### config.mk
export PLATFORM = sky130hd
export DESIGN_NAME = figo_seq_monitor
export DESIGN_NICKNAME = d
export VERILOG_FILES = /design/src/rtl/figo_pkg.sv /design/src/rtl/figo_sat_cnt.sv /design/src/rtl/figo_seq_monitor.sv
export SDC_FILE = /design/constraint.sdc
export NUM_CORES = 1
export LEC_CHECK = 0
export ABC_CLOCK_PERIOD_IN_PS = 3700
export CAP_MARGIN = 20
export CORE_UTILIZATION = 45
export DETAILED_ROUTE_END_ITERATION = 6
export PLACE_DENSITY_LB_ADDON = 0.12
export SLEW_MARGIN = 0
export SYNTH_ARGS = -nofsm -noshare
export SYNTH_HDL_FRONTEND = slang
export SYNTH_HIERARCHICAL = 1
export SYNTH_SLANG_ARGS = --single-unit
### constraint.sdc
create_clock -name clk -period 3.7 [get_ports clk]
set_input_delay 1.11 -clock clk [delete_from_list [all_inputs] [get_ports clk]]
set_output_delay 1.11 -clock clk [all_outputs]
set_load 0.01 [all_outputs]
### src/rtl/figo_pkg.sv
// Shared constants for the FIGO state machine and its monitor: state codes,
// the legal-transition table and default monitor sizing.
package figo_pkg;

  localparam logic [2:0] FIGO_S0 = 3'd0;
  localparam logic [2:0] FIGO_S1 = 3'd1;
  localparam logic [2:0] FIGO_S2 = 3'd2;
  localparam logic [2:0] FIGO_S3 = 3'd3;
  localparam logic [2:0] FIGO_S4 = 3'd4;
  localparam logic [2:0] FIGO_S5 = 3'd5;
  localparam logic [2:0] FIGO_S6 = 3'd6;
  localparam logic [2:0] FIGO_S7 = 3'd7;

  localparam int unsigned FIGO_DW_DEFAULT          = 8;
  localparam int unsigned FIGO_CW_DEFAULT          = 16;
  localparam int unsigned FIGO_STALL_LIMIT_DEFAULT = 16;

  // Row index = previous code, bit index within the row = next code.
  localparam logic [7:0][7:0] FIGO_LEGAL = {
    8'b0001_1000,  // 7 -> 3, 4
    8'b1100_0000,  // 6 -> 6, 7
    8'b1100_0000,  // 5 -> 6, 7
    8'b0110_0000,  // 4 -> 5, 6
    8'b0011_0000,  // 3 -> 4, 5
    8'b0000_1100,  // 2 -> 2, 3
    8'b0000_1100,  // 1 -> 2, 3
    8'b0000_0011   // 0 -> 0, 1
  };

  function automatic logic figo_is_legal(input logic [2:0] prev, input logic [2:0] next);
    logic [7:0] row;
    row = FIGO_LEGAL[prev];
    return row[next];
  endfunction

endpackage

### src/rtl/figo_sat_cnt.sv
// Saturating up-counter with a load-zero control that takes priority over
// increment. Synchronous active-high reset.
module figo_sat_cnt #(
  parameter int unsigned W = 8
) (
  input  logic         clk_i,
  input  logic         rst_i,
  input  logic         inc_i,
  input  logic         zero_i,
  output logic [W-1:0] count_o
);

  localparam logic [W-1:0] CntMax = '1;

  logic [W-1:0] cnt_d, cnt_q;

  always_comb begin
    cnt_d = cnt_q;
    if (zero_i) begin
      cnt_d = '0;
    end else if (inc_i && (cnt_q != CntMax)) begin
      cnt_d = cnt_q + W'(1);
    end
  end

  always_ff @(posedge clk_i) begin
    if (rst_i) begin
      cnt_q <= '0;
    end else begin
      cnt_q <= cnt_d;
    end
  end

  assign count_o = cnt_q;

endmodule

### src/rtl/figo_seq_monitor.sv
// Checks each sampled FIGO state step against the legal-transition table,
// captures the first illegal step, and tracks dwell time and state changes.
module figo_seq_monitor
  import figo_pkg::*;
#(
  parameter int unsigned DW          = FIGO_DW_DEFAULT,
  parameter int unsigned STALL_LIMIT = FIGO_STALL_LIMIT_DEFAULT,
  parameter int unsigned CW          = FIGO_CW_DEFAULT
) (
  input  logic          clk,
  input  logic          reset,
  input  logic [2:0]    detect,
  input  logic          clear,
  output logic          fault,
  output logic [2:0]    fault_prev,
  output logic [2:0]    fault_curr,
  output logic          stall,
  output logic [DW-1:0] dwell,
  output logic [CW-1:0] trans_count
);

  // Dwell value one step before the stall threshold; stall fires on the
  // edge that takes dwell onto the threshold, so saturation cannot re-fire it.
  localparam logic [DW-1:0] StallPre = DW'(STALL_LIMIT - 1);

  logic [2:0] prev_d, prev_q;
  logic       fault_d, fault_q;
  logic [2:0] fault_prev_d, fault_prev_q;
  logic [2:0] fault_curr_d, fault_curr_q;
  logic       stall_d, stall_q;

  logic       code_change;
  logic       step_legal;
  logic [DW-1:0] dwell_cnt;
  logic [CW-1:0] trans_cnt;

  assign code_change = (detect != prev_q);
  assign step_legal  = figo_is_legal(prev_q, detect);

  always_comb begin
    prev_d       = detect;
    fault_d      = fault_q;
    fault_prev_d = fault_prev_q;
    fault_curr_d = fault_curr_q;
    // A new illegal step in the same cycle as clear wins over the clear.
    if (!step_legal && (!fault_q || clear)) begin
      fault_d      = 1'b1;
      fault_prev_d = prev_q;
      fault_curr_d = detect;
    end else if (clear) begin
      fault_d      = 1'b0;
      fault_prev_d = '0;
      fault_curr_d = '0;
    end
  end

  always_comb begin
    stall_d = !code_change && (dwell_cnt == StallPre);
  end

  always_ff @(posedge clk) begin
    if (reset) begin
      prev_q       <= FIGO_S0;
      fault_q      <= 1'b0;
      fault_prev_q <= '0;
      fault_curr_q <= '0;
      stall_q      <= 1'b0;
    end else begin
      prev_q       <= prev_d;
      fault_q      <= fault_d;
      fault_prev_q <= fault_prev_d;
      fault_curr_q <= fault_curr_d;
      stall_q      <= stall_d;
    end
  end

  figo_sat_cnt #(
    .W (DW)
  ) u_dwell_cnt (
    .clk_i   (clk),
    .rst_i   (reset),
    .inc_i   (!code_change),
    .zero_i  (code_change),
    .count_o (dwell_cnt)
  );

  figo_sat_cnt #(
    .W (CW)
  ) u_trans_cnt (
    .clk_i   (clk),
    .rst_i   (reset),
    .inc_i   (code_change),
    .zero_i  (1'b0),
    .count_o (trans_cnt)
  );

  assign fault       = fault_q;
  assign fault_prev  = fault_prev_q;
  assign fault_curr  = fault_curr_q;
  assign stall       = stall_q;
  assign dwell       = dwell_cnt;
  assign trans_count = trans_cnt;

endmodule
==> flow_summary.yaml <==
synth:
  syn_area_sq_mm: 0.00211
  async_flop_share_pct: 0
  ys_ff_latch: 42
  synth_cell_types: 55
  netlist_instances: 225
  synth-edff-count: 0
  yosysWarnings: 6
  synthFlopType: "dfxtp_1"
  synth_area_per_cell_sq_um: 9.40
  ys_seq_area_share_pct: 39.8
cells_and_area:
  multi_input_area_sq_mm: 0.00121
  diodes: 0
  final_layout_size_suffix_gt1_share_pct: 10.7
  fin_nets: 282
  ff_latch_area_sq_um: 841
  n_fill_cell: 415
  area_growth_pct: 25.3
floorplan:
  ios: 38
  coreArea_sq_mm: 0.00444
  die_w_um: 70.6
  die-area_sq_mm: 0.00498
  initial_utilization_pct: 47.6
  rows: 24
  die_y_um: 70.6
clocking:
  cts_hold_buffers: 0
  clock-sinks: 42
  numCtsBuffers: 5
  clock_latency_ns: 0.29
  htreeDepth: 2
  cts-resized-gates: 0
  cts_setup_buffers: 0
  path_clk_slew_ns: 0.08
  tritoncts: "built"
  ctsLongestPathBuffers: 2
  root_buffer: "clkbuf_8"
pwr:
  ir_worst_vdd_mv: 0.263
  leakage_nw: 1.03
  powerDensity_mw_per_mm2: 347
  power.share.clock_pct: 39.0
  switchingPower_mw: 0.211
  pwr-share-seq_pct: 51.5
  sw_frac_of_total_pct: 22.9
  pwr-share-comb_pct: 9.5
  p_int_mw: 0.708
routing:
  firstDrtPassIters: 6
  wl_per_cell_um: 13.4
  ant_nets: 0
  drc_errors: 6
  first_iter_violations: 113
  viasPerCell: 5.50
  routed_wirelength_mm: 4.35
  via_count: 1781
min_path:
  worstHoldPathCells: 2
  hold_path.class: "reg -> reg"
worst_setup_path:
  worst-endpoint-required_ns: 3.89
  worst-path-max-fanout: 9
  critical_path_class: "in -> reg"
  crit_path_end_kind: "flip-flop"
  start_kind: "input port"
  r2r_cells: 6
  worstPathArrival_ns: 3.04
timing:
  worst_slew_pin_slew_ns: 0.762
  setup_viol: 0
  relSlewSlack_pct: 49.0
  timing.hold.ws_ns: 0.465
  finalCritPeriodShare_pct: 76.9
  finClkSkew_ns: 0.00275
  finalSetupTns_ns: 0
  rsz0062_at_grt: "false"
  finalHoldViolations: 0
  fmax_ghz: 0.351
  fin_crit_ns: 2.85
  maxSlewViolCount: 0
placed_design:
  port_buffers: 37
  gp_congestion: 0.814
  dp_hpwl_mm: 3.17
global_routing:
  antenna_found_initial: 0
  grt_remaining_overflow: 0
  grt_pass1_wl_mm: 7.46
  grt_max_degree: 14
  grt_usage_pct: 18.6
  grt_pass1_vias: 1671
job:
  drv_cap: 0
status:
  run_status: "complete, but fails checks"
  failed_checks: "design-rule violations"
==> logic make-up after synthesis <==
logic type      share of synthesized area [%]
other cells                             0.177
buf+inv                                  4.14
mux                                      8.64
compound gates                           15.0
fa+ha+maj                                2.96
flops                                    39.8
simple gates                             28.0
xor+xnor                                 1.24
==> synth_stat cells (6+ instances only) <==
library cell,instances,area (sq um)
dfxtp_1,42,841
a21oi_1,10,50.1
nand2_1,24,90.1
o21ai_0,6,30.0
mux2i_1,16,160
or3_1,7,43.8
a31oi_1,6,37.5
nor2_1,8,30.0
nand3_1,9,45.0
inv_1,9,33.8
and3_1,6,37.5
==> cell usage in the layout, fill, tap and decap left out, drive strengths merged, types with 2 or more instances in the layout <==
cell type      count
a211oi             5
and2               8
o21ai              8
nor4               2
a21oi             10
ha                 5
nand4              6
clkdlybuf4s50     37
nor2               8
a21boi             4
xnor2              3
a2111o             2
nand2b             5
nand2             24
a31oi              6
and3               9
and4               3
clkinv             2
dfxtp             42
mux2i             16
nand3              9
conb               7
clkbuf             5
nor3               5
buf                3
nand3b             4
inv                9
or3               10
==> per-stage QoR <==
step	power [mW]	cell area [sq um]	util (%)	std cells	worst slack, ns
floorplan	0.536	2140	-	231	1.18
global placement	0.571	2540	57.2	316	0.598
detailed placement	0.572	2540	57.2	316	0.551
CTS	0.930	2650	59.6	324	0.853
global route	0.955	2650	59.6	324	0.678
finish	0.919	2650	59.6	324	0.854
==> routing by layer <==
metal	up-vias	global-route usage, %	share of wire (%)
li1	906	-	-
met1	837	24.7	50
met2	33	30.9	45
met3	5	3.42	4.0
met4	0	6.00	1.1
met5	-	0	0
==> worst max-delay path, cell delays in order <==
cell and delay, ns:
clkdlybuf4s50_1 0.58, xnor2_1 0.14, nand3_1 0.25, inv_1 0.20, and4_1 0.29, a31oi_1 0.14
a2111oi_4 0.33
==> area by class of cell <==
class                           count  share of cell area, %
Timing Repair Buffer               40                   14.8
Clock inverter                      3                   1.51
Tap cell                           52                   2.46
Inverter                            9                   1.27
Sequential cell                    42                   31.7
Multi-Input combinational cell    173                   45.6
Clock buffer                        5                   2.60
==> power by group through the flow <==
| stage | Combinational, mW | Clock [mW] | Sequential, mW |
|---|---|---|---|
| 2_1_floorplan | 0.0500 | 0 | 0.486 |
| 3_3_place_gp | 0.0873 | 0 | 0.484 |
| 3_5_place_dp | 0.0880 | 0 | 0.484 |
| 4_1_cts | 0.0884 | 0.368 | 0.473 |
| 5_1_grt | 0.0966 | 0.384 | 0.475 |
| 6_report | 0.0877 | 0.358 | 0.473 |
==> path summary, 6_finish.rpt <==
check	endpoint	start	slack, ns
hold / removal	fault_curr[0]	fault_curr[0]	0.46
setup reg to reg	u_trans_cnt/count_o[11]	prev_q[0]	1.91
hold reg to reg	fault_curr[0]	fault_curr[0]	0.46
setup / recovery	u_dwell_cnt/count_o[5]	detect[0]	0.85
No activity file was read; power rests on OpenSTA's default activity.
